[src/rtl/alu_pkg.sv]
`default_nettype none
// ============================================================================
//  Module      : alu_pkg
//  Description : Shared types and constants for the ALU datapath blocks.
//                Holds the divider/modulo FSM state type and its default
//                operand width.
//  Revision    : 1.0 - initial release
// ============================================================================
package alu_pkg;

    // Divider/modulo sequencer states. The encoding is fixed at 2 bits.
    typedef enum logic [1:0] {
        IDLE = 2'd0,
        CALC = 2'd1,
        DONE = 2'd2
    } divmod_state_t;

    localparam int DIVMOD_DEFAULT_WIDTH = 8;

endpackage : alu_pkg
`default_nettype wire

[src/rtl/cond_sub_step.sv]
`default_nettype none
// ============================================================================
//  Module      : cond_sub_step
//  Description : One restoring-division step. Subtracts div from t when
//                t >= div and reports whether the subtraction happened.
//                Purely combinational.
//  Ports       : t      in  WIDTH  shifted partial remainder
//                div    in  WIDTH  divisor, zero-extended by the caller
//                result out WIDTH  t - div when q_bit is set, otherwise t
//                q_bit  out 1      quotient bit, (t >= div)
//  Revision    : 1.0 - initial release
// ============================================================================
module cond_sub_step #(
    parameter int WIDTH = 9
) (
    input  logic [WIDTH-1:0] t,
    input  logic [WIDTH-1:0] div,
    output logic [WIDTH-1:0] result,
    output logic             q_bit
);

    logic w_ge;

    assign w_ge   = (t >= div);
    assign q_bit  = w_ge;
    assign result = w_ge ? (t - div) : t;

endmodule : cond_sub_step
`default_nettype wire

[src/rtl/alu_divmod_seq.sv]
`default_nettype none
// ============================================================================
//  Module      : alu_divmod_seq
//  Description : Multi-cycle unsigned divider/modulo unit. Runs one
//                restoring-division step per cycle through cond_sub_step
//                and delivers quotient and remainder together after WIDTH
//                iterations. A zero divisor finishes in a single cycle with
//                a saturated quotient.
//  Ports       : clk         in  1      system clock, rising edge
//                rst         in  1      asynchronous active-high reset
//                start       in  1      request an operation (IDLE only)
//                dividend    in  WIDTH  numerator, captured on accept
//                divisor     in  WIDTH  denominator, captured on accept
//                busy        out 1      high while CALC or DONE
//                done        out 1      one-cycle result-valid pulse
//                quotient    out WIDTH  floor(dividend / divisor)
//                remainder   out WIDTH  dividend mod divisor
//                div_by_zero out 1      divisor was zero, held with results
//  Revision    : 1.0 - initial release
// ============================================================================
module alu_divmod_seq
    import alu_pkg::*;
#(
    parameter int WIDTH = DIVMOD_DEFAULT_WIDTH
) (
    input  logic             clk,
    input  logic             rst,
    input  logic             start,
    input  logic [WIDTH-1:0] dividend,
    input  logic [WIDTH-1:0] divisor,
    output logic             busy,
    output logic             done,
    output logic [WIDTH-1:0] quotient,
    output logic [WIDTH-1:0] remainder,
    output logic             div_by_zero
);

    localparam int               c_CNT_W    = (WIDTH > 1) ? $clog2(WIDTH) : 1;
    localparam logic [c_CNT_W-1:0] c_CNT_INIT = c_CNT_W'(WIDTH - 1);

    divmod_state_t      r_state;
    logic [WIDTH:0]     r_rem;
    logic [WIDTH-1:0]   r_quo;
    logic [WIDTH-1:0]   r_div;
    logic [c_CNT_W-1:0] r_cnt;

    logic [WIDTH:0]     w_t;
    logic [WIDTH:0]     w_result;
    logic               w_qbit;
    logic [WIDTH-1:0]   w_quo_next;
    logic               w_unused;

    // Shift the next dividend bit (MSB of the quotient register, which
    // still holds unconsumed dividend bits) into the partial remainder.
    assign w_t        = {r_rem[WIDTH-1:0], r_quo[WIDTH-1]};
    assign w_quo_next = {r_quo[WIDTH-2:0], w_qbit};

    // After a step the remainder is below the divisor, so the top bit of
    // both the stored and the freshly reduced remainder is always zero.
    assign w_unused   = ^{r_rem[WIDTH], w_result[WIDTH]};

    cond_sub_step #(
        .WIDTH (WIDTH + 1)
    ) u_step (
        .t      (w_t),
        .div    ({1'b0, r_div}),
        .result (w_result),
        .q_bit  (w_qbit)
    );

    always_ff @(posedge clk or posedge rst) begin
        if (rst) begin
            r_state     <= IDLE;
            r_rem       <= '0;
            r_quo       <= '0;
            r_div       <= '0;
            r_cnt       <= '0;
            busy        <= 1'b0;
            done        <= 1'b0;
            quotient    <= '0;
            remainder   <= '0;
            div_by_zero <= 1'b0;
        end else begin
            done <= 1'b0;
            case (r_state)
                IDLE: begin
                    if (start) begin
                        r_div       <= divisor;
                        r_quo       <= dividend;
                        r_rem       <= '0;
                        r_cnt       <= c_CNT_INIT;
                        div_by_zero <= 1'b0;
                        busy        <= 1'b1;
                        if (divisor == '0) begin
                            // Zero divisor short-circuits straight to DONE.
                            r_state     <= DONE;
                            done        <= 1'b1;
                            quotient    <= '1;
                            remainder   <= dividend;
                            div_by_zero <= 1'b1;
                        end else begin
                            r_state <= CALC;
                        end
                    end
                end

                CALC: begin
                    r_rem <= w_result;
                    r_quo <= w_quo_next;
                    r_cnt <= r_cnt - 1'b1;
                    if (r_cnt == '0) begin
                        r_state   <= DONE;
                        done      <= 1'b1;
                        quotient  <= w_quo_next;
                        remainder <= w_result[WIDTH-1:0];
                    end
                end

                DONE: begin
                    r_state <= IDLE;
                    busy    <= 1'b0;
                end

                default: begin
                    r_state <= IDLE;
                    busy    <= 1'b0;
                end
            endcase
        end
    end

endmodule : alu_divmod_seq
`default_nettype wire

[config.mk]
export PLATFORM = sky130hd
export DESIGN_NAME = alu_divmod_seq
export DESIGN_NICKNAME = d
export VERILOG_FILES = /design/src/rtl/alu_pkg.sv /design/src/rtl/cond_sub_step.sv /design/src/rtl/alu_divmod_seq.sv
export SDC_FILE = /design/constraint.sdc
export NUM_CORES = 1
export LEC_CHECK = 0
export ABC_AREA = 1
export CORE_UTILIZATION = 50
export CTS_BUF_LIST = sky130_fd_sc_hd__clkbuf_16
export CTS_CLUSTER_DIAMETER = 120
export DETAILED_ROUTE_END_ITERATION = 8
export PLACE_DENSITY = 0.79
export SLEW_MARGIN = 10
export SYNTH_ARGS = -nofsm -noshare
export SYNTH_HDL_FRONTEND = slang
export SYNTH_SLANG_ARGS = --single-unit
[constraint.sdc]
create_clock -name clk -period 2.4 [get_ports clk]
set_clock_uncertainty 0.1 [all_clocks]
set_input_delay 0.48 -clock clk [delete_from_list [all_inputs] [get_ports clk]]
set_output_delay 0.48 -clock clk [all_outputs]
set_load 0.02 [all_outputs]
; Word level (Yosys, flattened, before mapping)
; Cells that the tools add are included.
[totals]
register_bits = 48
in_bits = 19
output_inout_bits = 19
word_cells = 52
[classes]
add_sub_neg = 2
n_lt_le_gt_ge = 1
n_eq_ne = 4
n_mux = 25
n_bitwise = 1
n_reduce_logical = 9
[op_table]
columns = cell, count
row1 = 8-bit two-way mux, 9
row2 = 8-bit one-hot mux with 2 select lines, 4
row3 = 9-bit by 8-bit greater-or-equal comparator with 1-bit output, 1
row4 = 8-bit logical NOT, 1
row5 = 2-bit AND reduction, 4
row6 = 8-bit subtractor, 1
row7 = 2-bit two-way mux, 3
row8 = "2-bit inequality test, second input constant", 3
row9 = 3-bit one-hot mux with 2 select lines, 1
row10 = 1-bit two-way mux, 4
row11 = 1-bit one-hot mux with 2 select lines, 2
row12 = 2-bit one-hot mux with 2 select lines, 1
row13 = 4-bit AND reduction, 1
row14 = 3-bit logical NOT, 1
row15 = 3-bit two-way mux, 1
row16 = "3-bit by 1-bit subtractor with 3-bit output, second input constant", 1
row17 = "2-bit by 1-bit equality test with 1-bit output, second input constant", 1
row18 = 2-bit logical NOT, 1
row19 = 2-bit nonzero test, 1
row20 = 1-bit inverter, 1

; Logic depth before layout (Yosys ltp)
[depth]
ltp_word = 4
mapped_depth = 13
ltp_nobuf = 13

; Modules after synthesis
; A second synthesis with hierarchy kept.
[unflattened]
hier_cells = 380
area_unflattened_um2 = 2831.5
[modules_own_cells]
columns = mod, n_inst, cells_per_inst, area_each_um2, seq_area_each_um2
row1 = alu_divmod_seq, 1, 254, 2149.6, 1201.2
row2 = cond_sub_step, 1, 126, 681.9, 0.0

; Worst setup path after synthesis
; No wires, ideal clock.
[synth_timing]
kind = reg-to-reg
from = register r_quo[7]
to = register remainder[4]
setup_ns = 0.063
t_arrival_ns = 1.579
required_time_ns = 2.237
path_slack_ns = 0.659
stages_incl_launch_ff = 12
path_buffers = 0
period_less_slack_ns = 1.741
cell_sequence = dfrtp_1 > inv_1 > ha_1 > fa_1 > inv_1 > nand3_1 > nand3_1 > xor2_1 > nand3_1 > nand3_1 > nand2_1 > inv_1
[synth_between]
elab_chain_len = 4
word_cells_on_any_way = 5
classes_between = add/sub: 1 / order compare: 1 / mux: 3
[synth_rtl]
columns = item, line_no
row1 = start: declaration, alu_divmod_seq.sv:43  ; logic [WIDTH-1:0] r_quo;
row2 = start signal: assignment, alu_divmod_seq.sv:89  ; r_quo <= dividend;
row3 = start signal: assignment, alu_divmod_seq.sv:109  ; r_quo <= w_quo_next;
row4 = 8-bit subtractor or 9-bit by 8-bit greater-or-equal comparator with 1-bit output (tied branches), "cond_sub_step.sv:26, cond_sub_step.sv:24"
row5 = 8-bit two-way mux (*), cond_sub_step.sv:26  ; assign result = w_ge ? (t - div) : t;
row6 = 8-bit two-way mux (*), alu_divmod_seq.sv:111  ; if (r_cnt == '0) begin
row7 = 8-bit one-hot mux with 2 select lines (*), alu_divmod_seq.sv:85  ; case (r_state)
row8 = end signal: assignment, alu_divmod_seq.sv:99  ; remainder <= dividend;
row9 = end signal: assignment, alu_divmod_seq.sv:115  ; remainder <= w_result[WIDTH-1:0];
row10 = end: declaration, alu_divmod_seq.sv:34  ; output logic [WIDTH-1:0] remainder,
; Mark *: on every way between the ends. The rest lies on a longest branch, timed or not. The select of a mux whose other input is x is not followed.
; A chain may end at the register's enable or synchronous reset.

; Worst setup path after layout
[layout_timing]
from = register r_rem[2]
to = register remainder[4]
[layout_between]
elab_chain_len = 4
word_cells_on_any_way = 5
classes_between = add/sub: 1 / order compare: 1 / mux: 3
[layout_rtl]
columns = item, line_no
row1 = start: declaration, alu_divmod_seq.sv:42  ; logic [WIDTH:0] r_rem;
row2 = start signal: assignment, alu_divmod_seq.sv:108  ; r_rem <= w_result;
row3 = 8-bit subtractor or 9-bit by 8-bit greater-or-equal comparator with 1-bit output (tied branches), "cond_sub_step.sv:26, cond_sub_step.sv:24"
row4 = 8-bit two-way mux (*), cond_sub_step.sv:26
row5 = 8-bit two-way mux (*), alu_divmod_seq.sv:111
row6 = 8-bit one-hot mux with 2 select lines (*), alu_divmod_seq.sv:85
; Marks and branches as above.

==> flow_metrics.tcl <==
set metrics [dict create \
    slowest_delay_ns 0.42 \
    hold_viol 0 \
    fp.dieW_um 76.4 \
    vias 2335 \
    num_rows 26 \
    area_delta_synth_final_pct 22.5 \
    cp.arrival_ns 2.12 \
    die_h_um 76.4 \
    synth_edf_count 0 \
    synth_seq_cells 48 \
    initial_core_util_pct 53.2 \
    grt_pass1_wl_mm 10.5 \
    cp_max_fo 10 \
    synthArstFlopShare_pct 100 \
    period_minus_slack_ns 2.03 \
    gp_congestion 0.799 \
    grt_max_degree 23 \
    path_clk_slew_ns 0.07 \
    synth.most_common_cell "nand2_1" \
    antenna_cells 0 \
    core_area_sq_um 5200 \
    yosysTopAreaCell "dfrtp_1" \
    irDropWorstVdd_mv 0.795 \
    synth_area_leaders "dfrtp_1 43%, nand2_1 12%, inv_1 8.1%, nand3_1 5.6%, ha_1 4.5%" \
    crit_type "reg -> reg" \
    post-route-drc-count 0 \
    switching_power_mw 2.45 \
    drv_cap 0 \
    synth.yosys.seq_area_share_pct 43.4 \
    drt_wl_total_mm 5.87 \
    powerDensity_nw_per_um2 1600 \
    p_total_mw 5.41 \
    synth_cells 352 \
    finalNonFillerCells 462 \
    clockRootBuffer "clkbuf_16" \
    slew_viol_final 0 \
    ctsHoldBuffers 0 \
    grt-ovfl-total 0 \
    cts_buffer_depth 2 \
    pre_cts_slack_ns 0.328 \
    post_cts_buffers 0 \
    grtUsageTotal_pct 22.3 \
    crit_chain "ha_1, nand2_2, inv_1, nand2_1, nand2_1, nand2_1, nand4_4, nand3_1, nand3_1, nand2_1, inv_1" \
    cts_made_buffers 5 \
    startpoint_type "register" \
    dp_cells 454 \
    cts_resized 0 \
    path_delay_family "simple AND/OR/NAND/NOR gates" \
    drt_iter0_markers 199 \
    pwr-share-comb_pct 56.7 \
    relSlewSlack_pct 69.4 \
    port-buffer-count 37 \
    clock_latency_ns 0.29 \
    final_antenna_net_count 0 \
    cts.htree.levels 2 \
    num-fill-cells 450 \
    setup_viol 0 \
    synth_area_per_cell_sq_um 7.87 \
    die_area_sq_um 5840 \
    syn-cell-area_sq_um 2770 \
    synth.distinct_cells 30 \
    drive_gt1_share_pct 9.95 \
    wl_per_cell_um 12.7 \
    leakagePower_nw 1.77 \
    post-route-util_pct 65.1 \
    timing.fmax_mhz 491 \
    cts_tree "yes" \
    synth_top_flop_cell "dfrtp_1" \
    seq_power_share_pct 26.5 \
    p_sw_share_pct 45.3 \
    clock_sinks 48 \
    fin_ws_ns 0.365 \
    antenna_found_initial 0 \
    post-route-period-util_pct 84.8 \
    rsz0062_at_grt "no" \
    hold_path.class "reg -> reg" \
    tightest_slew_ns 0.459 \
    tns_ns 0 \
    cp_slowest_cell "dfrtp_1" \
    worstPathRequired_ns 2.48 \
    layout.nets 421 \
    yosysWarningCount 0 \
    synth_top_area_share_pct 43.4 \
    via_per_inst 5.05 \
    ys_top_cells_by_count "90 x nand2_1, 60 x inv_1, 48 x dfrtp_1, 31 x nand3_1, 20 x o21ai_0" \
    grt_pass1_vias 2283 \
    crit_top_cell "nand2_1" \
    clkPwrFrac_pct 16.8 \
    hpwl_mm 4.40 \
    ios 38 \
    cp_num_buf_inv 2 \
    status "completed" \
    dr.pass1.iters 4 \
    p_int_mw 2.96 \
    cp-end-kind "register" \
    syn_nets 382 \
]
-- per-layer routing --
| metal | GRT usage (%) | routed length [um] |
|---|---|---|
| met5 | 0 | 0 |
| met4 | 4.81 | 38 |
| met3 | 3.35 | 196 |
| met2 | 37.8 | 2870 |
| met1 | 30.1 | 2760 |
-- worst reg2reg max path, stage by stage, from the launching register on --
cell	delay, ns
dfrtp_1	0.42
ha_1	0.39
nand2_2	0.11
inv_1	0.04
nand2_1	0.11
nand2_1	0.07
nand2_1	0.11
nand4_4	0.20
nand3_1	0.17
nand3_1	0.09
nand2_1	0.07
inv_1	0.05
-- stage by stage --
stage,cell area (sq um),hold slack [ns]
4_1_cts,3390,0.379
2_1_floorplan,2770,0.353
3_3_place_gp,3200,0.361
3_5_place_dp,3200,0.362
5_1_grt,3390,0.406
6_report,3390,0.375
-- power by group through the flow --
| stage | combinational (mW) | clock (mW) | sequential, mW |
|---|---|---|---|
| after global placement | 2.95 | 0 | 1.43 |
| after detailed placement | 3.04 | 0 | 1.44 |
| after global routing | 3.48 | 0.948 | 1.48 |
| after CTS | 3.07 | 0.914 | 1.43 |
| final | 3.07 | 0.910 | 1.43 |
| after floorplan | 2.15 | 0 | 1.54 |
-- final timing paths --
kind                                               from  cells after the start                       end  slack, ns
worst max-delay path               r_rem[2]$_DFFE_PP0P_                     11  remainder[4]$_DFFE_PP0P_       0.37
worst min-delay path            quotient[4]$_DFFE_PP0P_                      2   quotient[4]$_DFFE_PP0P_       0.37
worst max register to register     r_rem[2]$_DFFE_PP0P_                     11  remainder[4]$_DFFE_PP0P_       0.37
worst min register to register  quotient[4]$_DFFE_PP0P_                      2   quotient[4]$_DFFE_PP0P_       0.37
max in group asynchronous                           rst                      3  remainder[6]$_DFFE_PP0P_       1.21
min in group asynchronous                           rst                      2      r_cnt[0]$_DFFE_PP0P_       0.42
-- flip-flops by register name, summed over array words and instances (netlist names) --
name,cells
busy,1
div_by_zero,1
done,1
quotient,8
r_cnt,3
r_div,8
r_quo,8
r_rem,8
r_state,2
remainder,8
-- logic make-up (layout without fill, tap and decap cells) --
family	count (synthesis)	count (layout)	synth area share (%)
simple gates	176	176	31.6
buf+inv	77	117	11.6
flops	48	48	43.4
compound gates	37	37	7.18
fa+ha+maj	11	11	5.24
xor+xnor	3	3	0.949
-- cell type report --
cell class	instances	area, sq um	area share, %
clock inverters	3	68.8	2.03
repair buffers	42	408	12.0
clock buffers	5	125	3.69
inverters	67	254	7.49
well taps	70	87.6	2.58
multi-input cells	227	1250	36.8
flip-flops and latches	48	1200	35.4
-- cell usage in the layout, fill, tap and decap left out --
cell / Yosys / final
dfrtp_1: 48 / 48
nor2_1: 17 / 17
o21ai_0: 20 / 20
or2_0: 7 / 7
inv_4: 1 / 1
nand4_4: 1 / 1
bufinv_16: 0 / 2
a22oi_1: 1 / 1
inv_2: 6 / 7
nor2_2: 6 / 6
o31ai_1: 1 / 1
nand3_1: 31 / 31
clkdlybuf4s50_1: 0 / 37
nand2_2: 1 / 1
nand3_4: 3 / 3
a31oi_1: 7 / 7
fa_1: 1 / 1
nand3_2: 2 / 2
ha_1: 10 / 10
a21oi_1: 5 / 5
nand4_1: 12 / 12
nand2_1: 90 / 90
xnor2_1: 1 / 1
xor2_1: 2 / 2
inv_6: 0 / 1
nand2_4: 2 / 2
inv_1: 60 / 59
buf_4: 0 / 5
clkbuf_16: 0 / 5
or2_1: 1 / 1
o21ai_1: 3 / 3
nor2_4: 3 / 3
(Power assumes the default switching activity.)
